<file path="src/rtl/ccff_loader_pkg.sv">
// Shared definitions for the configuration-chain loader: FSM states and
// bitstream sizing helpers.
package ccff_loader_pkg;

    typedef enum logic [1:0] {
        ST_IDLE = 2'd0,
        ST_LOAD = 2'd1,
        ST_DONE = 2'd2
    } state_t;

    // Number of bitstream words needed to cover a chain of chain_len bits
    // (the last word may be only partially used).
    function automatic int words_for(input int chain_len, input int word_w);
        return (chain_len + word_w - 1) / word_w;
    endfunction

endpackage

</file>
<file path="src/rtl/ccff_word_serializer.sv">
// Word-to-bit serializer: holds one bitstream word, presents its MSB and
// shifts it out one bit per cycle. Shifting in zeros means the register is
// already all-zero once the last bit has left, so the serial output is
// naturally 0 while starved.
module ccff_word_serializer #(
    parameter int WORD_W = 32
) (
    input  logic              clk,
    input  logic              rst_n,
    input  logic              clear,
    input  logic              load,
    input  logic [WORD_W-1:0] data,
    input  logic              shift,
    output logic              head,
    output logic              wv,
    output logic              last_bit
);

    localparam int IDX_W = (WORD_W > 1) ? $clog2(WORD_W) : 1;
    localparam logic [IDX_W-1:0] LAST_IDX = IDX_W'(WORD_W - 1);

    logic [WORD_W-1:0] sreg_reg;
    logic              wv_reg;
    logic [IDX_W-1:0]  idx_reg;

    // Clear wins over load (abandon / finished chain), load wins over shift
    // so a new word can land on the same edge the previous word's last bit leaves.
    always_ff @(posedge clk) begin
        if (!rst_n || clear) begin
            sreg_reg <= '0;
            wv_reg   <= 1'b0;
            idx_reg  <= '0;
        end else if (load) begin
            sreg_reg <= data;
            wv_reg   <= 1'b1;
            idx_reg  <= '0;
        end else if (shift) begin
            sreg_reg <= {sreg_reg[WORD_W-2:0], 1'b0};
            idx_reg  <= idx_reg + IDX_W'(1);
            if (idx_reg == LAST_IDX) begin
                wv_reg <= 1'b0;
            end
        end
    end

    assign head     = sreg_reg[WORD_W-1];
    assign wv       = wv_reg;
    assign last_bit = wv_reg && (idx_reg == LAST_IDX);

endmodule

</file>
<file path="src/rtl/ccff_chain_loader.sv">
// Configuration-chain loader: streams bitstream words MSB-first into the
// fabric CCFF chain, counts shifted bits, flags ones seen on the chain tail
// and reports completion once the whole chain has been written.
module ccff_chain_loader
    import ccff_loader_pkg::*;
#(
    parameter int WORD_W    = 32,
    parameter int CHAIN_LEN = 1024,
    parameter int CNT_W     = $clog2(CHAIN_LEN + 1)
) (
    input  logic              prog_clk,
    input  logic              prog_reset,
    input  logic              start,
    input  logic [WORD_W-1:0] bs_data,
    input  logic              bs_valid,
    output logic              bs_ready,
    output logic              ccff_head,
    output logic              ccff_shift_en,
    input  logic              ccff_tail,
    output logic              cfg_done,
    output logic              busy,
    output logic              tail_err
);

    localparam logic [CNT_W:0]   LEN_EXT  = (CNT_W + 1)'(CHAIN_LEN);
    localparam logic [CNT_W-1:0] LAST_BIT = CNT_W'(CHAIN_LEN - 1);

    state_t           state_reg, state_next;
    logic [CNT_W-1:0] nbits_reg, nbits_next;
    logic             tail_err_reg, tail_err_next;
    logic             busy_reg, cfg_done_reg;

    logic ser_clear, ser_load, ser_shift;
    logic ser_head, ser_wv, ser_last;
    logic last_chain_bit;
    logic room_left;

    ccff_word_serializer #(
        .WORD_W (WORD_W)
    ) u_ser (
        .clk      (prog_clk),
        .rst_n    (prog_reset),
        .clear    (ser_clear),
        .load     (ser_load),
        .data     (bs_data),
        .shift    (ser_shift),
        .head     (ser_head),
        .wv       (ser_wv),
        .last_bit (ser_last)
    );

    // The bit being shifted this cycle completes the chain.
    assign last_chain_bit = ser_wv && (nbits_reg == LAST_BIT);

    // Another word is still needed after the bit (if any) shifted this cycle.
    assign room_left = ({1'b0, nbits_reg} + {{CNT_W{1'b0}}, ser_wv}) < LEN_EXT;

    // FSM state register.
    always_ff @(posedge prog_clk) begin
        if (!prog_reset) begin
            state_reg <= ST_IDLE;
        end else begin
            state_reg <= state_next;
        end
    end

    // Next-state, handshake and serializer control.
    always_comb begin
        state_next    = state_reg;
        nbits_next    = nbits_reg;
        tail_err_next = tail_err_reg;
        ser_clear     = 1'b0;
        ser_load      = 1'b0;
        ser_shift     = 1'b0;
        bs_ready      = 1'b0;
        case (state_reg)
            ST_IDLE, ST_DONE: begin
                if (start) begin
                    state_next    = ST_LOAD;
                    nbits_next    = '0;
                    tail_err_next = 1'b0;
                    ser_clear     = 1'b1;
                end
            end
            ST_LOAD: begin
                bs_ready  = (!ser_wv || ser_last) && room_left;
                ser_load  = bs_valid && bs_ready;
                ser_shift = ser_wv;
                if (ser_wv) begin
                    nbits_next = nbits_reg + CNT_W'(1);
                    if (ccff_tail) begin
                        tail_err_next = 1'b1;
                    end
                end
                if (last_chain_bit) begin
                    // Drop any unused low bits of a partial final word.
                    state_next = ST_DONE;
                    ser_clear  = 1'b1;
                end
            end
            default: begin
                state_next = ST_IDLE;
            end
        endcase
    end

    // Bit counter, sticky tail flag and registered status outputs.
    always_ff @(posedge prog_clk) begin
        if (!prog_reset) begin
            nbits_reg    <= '0;
            tail_err_reg <= 1'b0;
            busy_reg     <= 1'b0;
            cfg_done_reg <= 1'b0;
        end else begin
            nbits_reg    <= nbits_next;
            tail_err_reg <= tail_err_next;
            busy_reg     <= (state_next == ST_LOAD);
            cfg_done_reg <= (state_next == ST_DONE);
        end
    end

    assign ccff_head     = ser_head;
    assign ccff_shift_en = ser_wv;
    assign tail_err      = tail_err_reg;
    assign busy          = busy_reg;
    assign cfg_done      = cfg_done_reg;

endmodule
</file>
<file path="config.mk">
export PLATFORM = sky130hd
export DESIGN_NAME = ccff_chain_loader
export DESIGN_NICKNAME = d
export VERILOG_FILES = /design/src/rtl/ccff_loader_pkg.sv /design/src/rtl/ccff_word_serializer.sv /design/src/rtl/ccff_chain_loader.sv
export SDC_FILE = /design/constraint.sdc
export NUM_CORES = 1
export LEC_CHECK = 0
export BUFFER_PORTS_ARGS = -buffer_cell sky130_fd_sc_hd__buf_4
export CELL_PAD_IN_SITES_DETAIL_PLACEMENT = 1
export CELL_PAD_IN_SITES_GLOBAL_PLACEMENT = 1
export CORE_MARGIN = 5
export CORE_UTILIZATION = 46
export CTS_CLUSTER_DIAMETER = 50
export DETAILED_ROUTE_END_ITERATION = 6
export GPL_TIMING_DRIVEN = 1
export PLACE_DENSITY_LB_ADDON = 0.2
export REMOVE_ABC_BUFFERS = 1
export SLEW_MARGIN = 10
export SYNTH_ARGS = -nofsm -noshare
export SYNTH_HDL_FRONTEND = slang
export SYNTH_HIERARCHICAL = 1
export SYNTH_SLANG_ARGS = --single-unit
</file>
<file path="constraint.sdc">
create_clock -name prog_clk -period 6.9 [get_ports prog_clk]
set_input_delay 1.725 -clock prog_clk [delete_from_list [all_inputs] [get_ports prog_clk]]
set_output_delay 1.725 -clock prog_clk [all_outputs]
set_load 0.01 [all_outputs]
</file>
After elaboration in Yosys (flattened, before gate mapping)

Cells that the tools add are included.

Add/sub/neg operators: 3
$lt $le $gt $ge: 1
Reduce and logical (&&, ||, !) cells: 17
Mux-type cells: 21
Equality and inequality tests: 9

Operators by type and width:

| kind                                                          | count |
|---|---|
| 2-to-1 mux 32 bit                                             | 2 |
| 2-to-1 mux 11 bit                                             | 2 |
| one-hot mux 11 bit (2 select lines)                           | 1 |
| adder 11 x 1 -> 12 bit                                        | 1 |
| less-than comparator 12 x 11 -> 1 bit (second input constant) | 1 |
| adder 11 x 1 -> 11 bit (second input constant)                | 1 |
| equality test 11 x 10 -> 1 bit (second input constant)        | 1 |
| 2-to-1 mux 1 bit                                              | 11 |
| nonzero test 2 bit                                            | 3 |
| adder 5 x 1 -> 5 bit (second input constant)                  | 1 |
| equality test 5 bit (second input constant)                   | 1 |
| equality test 2 x 1 -> 1 bit (second input constant)          | 2 |
| equality test 2 bit (second input constant)                   | 2 |
| logical AND 1 bit                                             | 4 |
| 2-to-1 mux 2 bit                                              | 2 |
| inequality test 2 bit (second input constant)                 | 2 |
| one-hot mux 1 bit (2 select lines)                            | 2 |
| one-hot mux 2 bit (2 select lines)                            | 1 |
| AND reduction 4 bit                                           | 1 |
| OR reduction 2 bit                                            | 2 |
| AND reduction 3 bit                                           | 1 |
| logical NOT 1 bit                                             | 2 |
| logical NOT 2 bit                                             | 1 |
| logical OR 1 bit                                              | 2 |
| 2 further kinds                                               | 2 |

Input port bits: 37
Flip-flop bits (word level): 54
Logic and storage cells: 59

Longest topological paths before layout

Depth in word-level cells: 8
Mapped depth: 10
Gate-level depth less buffers: 8

Modules after synthesis

The synthesis kept the hierarchy.

Modules (own cells, without submodules):

| module               | instances | area each (µm²) | seq. area each (µm²) | cells each |
|---|---|---|---|---|
| ccff_word_serializer | 1         | 1799.2          | 760.7                | 171 |
| ccff_chain_loader    | 1         | 838.3           | 320.3                | 97 |

Worst setup path after synthesis

OpenSTA, ideal clock, no wires.

Path kind: reg-to-output
Start: register u_ser.idx_reg[0]
End: output bs_ready
Required time: 5.175 ns
Stages on the path, launching flop included: 7
Slack: 3.857 ns
Buffers on the path: 0
Data arrival time: 1.318 ns
Path through: dfxtp_1 ha_1 and3_1 ha_1 and2_1 o21ai_0 nor3_1

Cells in the longest elaborated chain, start to end: 5

RTL lines:

| item                   | line                       | text |
|---|---|---|
| start, declared        | ccff_word_serializer.sv:24 | `logic [IDX_W-1:0] idx_reg;` |
| start signal, assigned | ccff_word_serializer.sv:39 | `idx_reg <= idx_reg + IDX_W'(1);` |
| equality test 5 bit    | ccff_word_serializer.sv:48 | `assign last_bit = wv_reg && (idx_reg == LAST_IDX);` |
| logical AND 1 bit      | ccff_word_serializer.sv:48 |  |
| named net ser_last     | ccff_chain_loader.sv:34    | `logic ser_head, ser_wv, ser_last;` |
| logical OR 1 bit       | ccff_chain_loader.sv:86    | `bs_ready = (!ser_wv \|\| ser_last) && room_left;` |
| logical AND 1 bit      | ccff_chain_loader.sv:86    |  |
| 2-to-1 mux 1 bit       | ccff_chain_loader.sv:76    | `case (state_reg)` |
| end, declared          | ccff_chain_loader.sv:16    | `output logic bs_ready,` |

The timed path passes the listed nets, and every way through them passes these cells.

Final worst setup path

Ends and elaborated chain as after synthesis.

==> results.py <==
metrics = {
    "worst_setup_path": {
        "worstPathRequired_ns": 5.18,
        "cp_common_cell": "ha_1",
        "cp_top_family": "simple AND/OR/NAND/NOR gates",
        "critPathKind": "reg2out",
        "arrival_ns": 1.94,
        "startpoint_type": "flip-flop",
        "cp.buffers_inverters": 1,
        "worst-path-max-fanout": 3,
        "ff2ff_setup_slack_ns": 4.39,
        "crit_chain": "ha_1 -> and3_1 -> ha_1 -> and2_1 -> o21ai_0 -> nor3_1 -> buf_4",
        "critPathMaxStageDelay_ns": 0.34,
        "endpoint_kind": "output pin",
        "crit_slowest_cell": "dfxtp_1",
    },
    "grt": {
        "grt_pass1_vias": 2230,
        "grt.total_usage": 0.1631,
        "grt_overflow": 0,
        "grt_pass1_wl_um": 10070,
        "grt_max_degree": 43,
        "antenna_found_initial": 0,
    },
    "placed_design": {
        "place_congestion": 0.7433,
        "hpwl_um": 3694,
        "pre_cts_ws_ns": 3.298,
        "io_buffers": 42,
    },
    "synthesis": {
        "syn_area_per_cell_um2": 9.842,
        "ys_top_cells_by_area": "dfxtp_1 (41%), mux2i_1 (15%), a211oi_1 (10%)",
        "synth.distinct_cells": 41,
        "synth-seq-cells": 54,
        "synth_top_cell_by_area": "dfxtp_1",
        "syn_area_mm2": 0.002638,
        "ys_seq_area_frac": 0.4099,
        "synth_top_area_frac": 0.4099,
        "synthCells": 268,
        "yosysWarnings": 6,
    },
    "routing": {
        "first_iter_violations": 83,
        "viasPerCell": 5.573,
        "routed_wl_um": 5647,
        "dr_total_vias": 2062,
        "drcViolationCount": 0,
        "drt_pre_antenna_iters": 3,
        "avgRoutedWirePerCell_um": 15.26,
        "postRouteAntennaNets": 0,
    },
    "sta": {
        "timing.hold.ws_ns": 0.4885,
        "grt_setup_unrepaired": "no",
        "post-route-min-period_ns": 3.665,
        "fin_setup_tns_ns": 0,
        "fmax_mhz": 272.8,
        "slew_violations": 0,
        "fin_ws_ns": 3.235,
        "setup-violations-final": 0,
        "tightest_slew_ns": 1.063,
        "maxSlewHeadroom": 0.2902,
        "period_share": 0.5312,
        "worst_clock_skew_ns": 0.005364,
        "final_hold_viol_count": 0,
    },
    "layout": {
        "fin_util": 0.5449,
        "fillers": 664,
        "nets": 337,
        "largest_reg_flops": 32,
        "drive_gt1_frac": 0.2081,
        "diodes": 0,
        "syn2layout_area_growth_pct": 14.47,
    },
    "clocking": {
        "postCtsSetupRepairBufs": 0,
        "cts.sinks": 54,
        "cts_tree": "done",
        "clk_latency_ns": 0.30,
        "cts_root_buf": "clkbuf_8",
        "clock_path_buffers": 2,
        "path_clk_slew_ns": 0.09,
        "numCtsBuffers": 5,
        "cts_resized": 0,
        "holdBufCountCts": 0,
        "h-tree-depth": 2,
    },
    "floorplanning": {
        "die_area_mm2": 0.007348,
        "ios": 43,
        "fp.dieH_um": 85.72,
        "rows": 27,
        "fp.dieW_um": 85.72,
        "coreArea_mm2": 0.005540,
        "initial_utilization": 0.4761,
    },
    "power_and_ir_drop": {
        "p_leak_nw": 1.015,
        "ir_worst_vdd_v": 0.0001025,
        "power-per-cell-area_mw_per_mm2": 194.0,
        "finalPower_mw": 0.5857,
    },
    "worst_hold_path": {
        "hp-class": "reg2reg",
    },
    "outcome": {
        "status": "completed",
    },
    "job": {
        "cap_violations": 0,
    },
}
-- Yosys cell counts (all sizes together) --
cell	count
nor4b	2
nor3	4
or4	2
mux2i	40
nor2	1
nand3b	9
xnor2	1
ha	3
and2	1
or3b	2
a2111oi	1
nand4	3
nor4bb	1
nand4b	1
nand2	7
inv	5
o31ai	1
nor2b	32
clkbuf	7
a211oi	35
nand3	14
dfxtp	54
o21ai	1
a21bo	2
a21oi	11
o22ai	2
a211o	1
mux2	1
and3	1
o211ai	1
buf	15
nor4	3
nand2b	4
-- metrics by stage --
| step | area (um^2) | std cells |
|---|---|---|
| floorplan | 2497 | 246 |
| finish | 3019 | 370 |
| global placement | 2924 | 362 |
| global route | 3019 | 370 |
| CTS | 3019 | 370 |
| detailed placement | 2924 | 362 |
-- report_power, final --
part,internal [mW],switching (mW)
combinational,0.0362,0.0392
sequential,0.323,0.00698
clock,0.0808,0.0991
-- path summary, 6_finish.rpt --
path,from,to,depth (start not counted)
max,u_ser/idx_reg[0],bs_ready,7
min,tail_err,tail_err,2
max reg2reg,u_ser/idx_reg[0],u_ser/sreg_reg[16],9
min reg2reg,tail_err,tail_err,2
-- cell type report --
cell class	instances	area, um^2	area share
clock inverters	2	12.51	0.004144
clock buffers	6	82.58	0.02735
multi-input cells	187	1404	0.4650
repair buffers	44	330.3	0.1094
flip-flops and latches	54	1081	0.3581
inverters	5	18.77	0.006216
well taps	72	90.09	0.02984
-- layout by cell type, fill, tap and decap left out, drive strengths merged, types with 2 or more instances in the layout --
cell type	Yosys	layout
nand2b	4	4
or3b	2	2
nor2b	32	32
inv	5	5
ha	3	3
dfxtp	54	54
a21bo	2	2
a21oi	11	11
nand2	7	7
nand4	3	3
nand3b	9	9
nor4b	2	2
buf	15	44
nor3	4	4
nand3	14	14
mux2i	40	40
or4	2	2
o22ai	2	2
a211oi	35	35
clkbuf	7	6
nor4	3	3
-- routing by layer --
layer	track usage	part of all wire
met5	0	0
met4	0.04173	0.0089
met3	0.03650	0.040
met2	0.2733	0.48
met1	0.2121	0.47
-- worst min-delay path: stages (launching register included) --
cell and delay [ns]:
dfxtp_1 0.34, a21oi_1 0.05, nor2_1 0.07
-- cells by family (layout without fill, tap and decap cells) --
group | after synthesis | after routing | synth area share
buffers and inverters | 27 | 57 | 0.06025
and+or+nand+nor | 87 | 87 | 0.2087
xor gates and xnor gates | 1 | 1 | 0.003321
DFF | 54 | 54 | 0.4099
muxes | 41 | 41 | 0.1561
adders and majority gates | 3 | 3 | 0.01423
AOI/OAI and AO/OA | 55 | 55 | 0.1475
No activity file was read; power rests on OpenSTA's default activity.
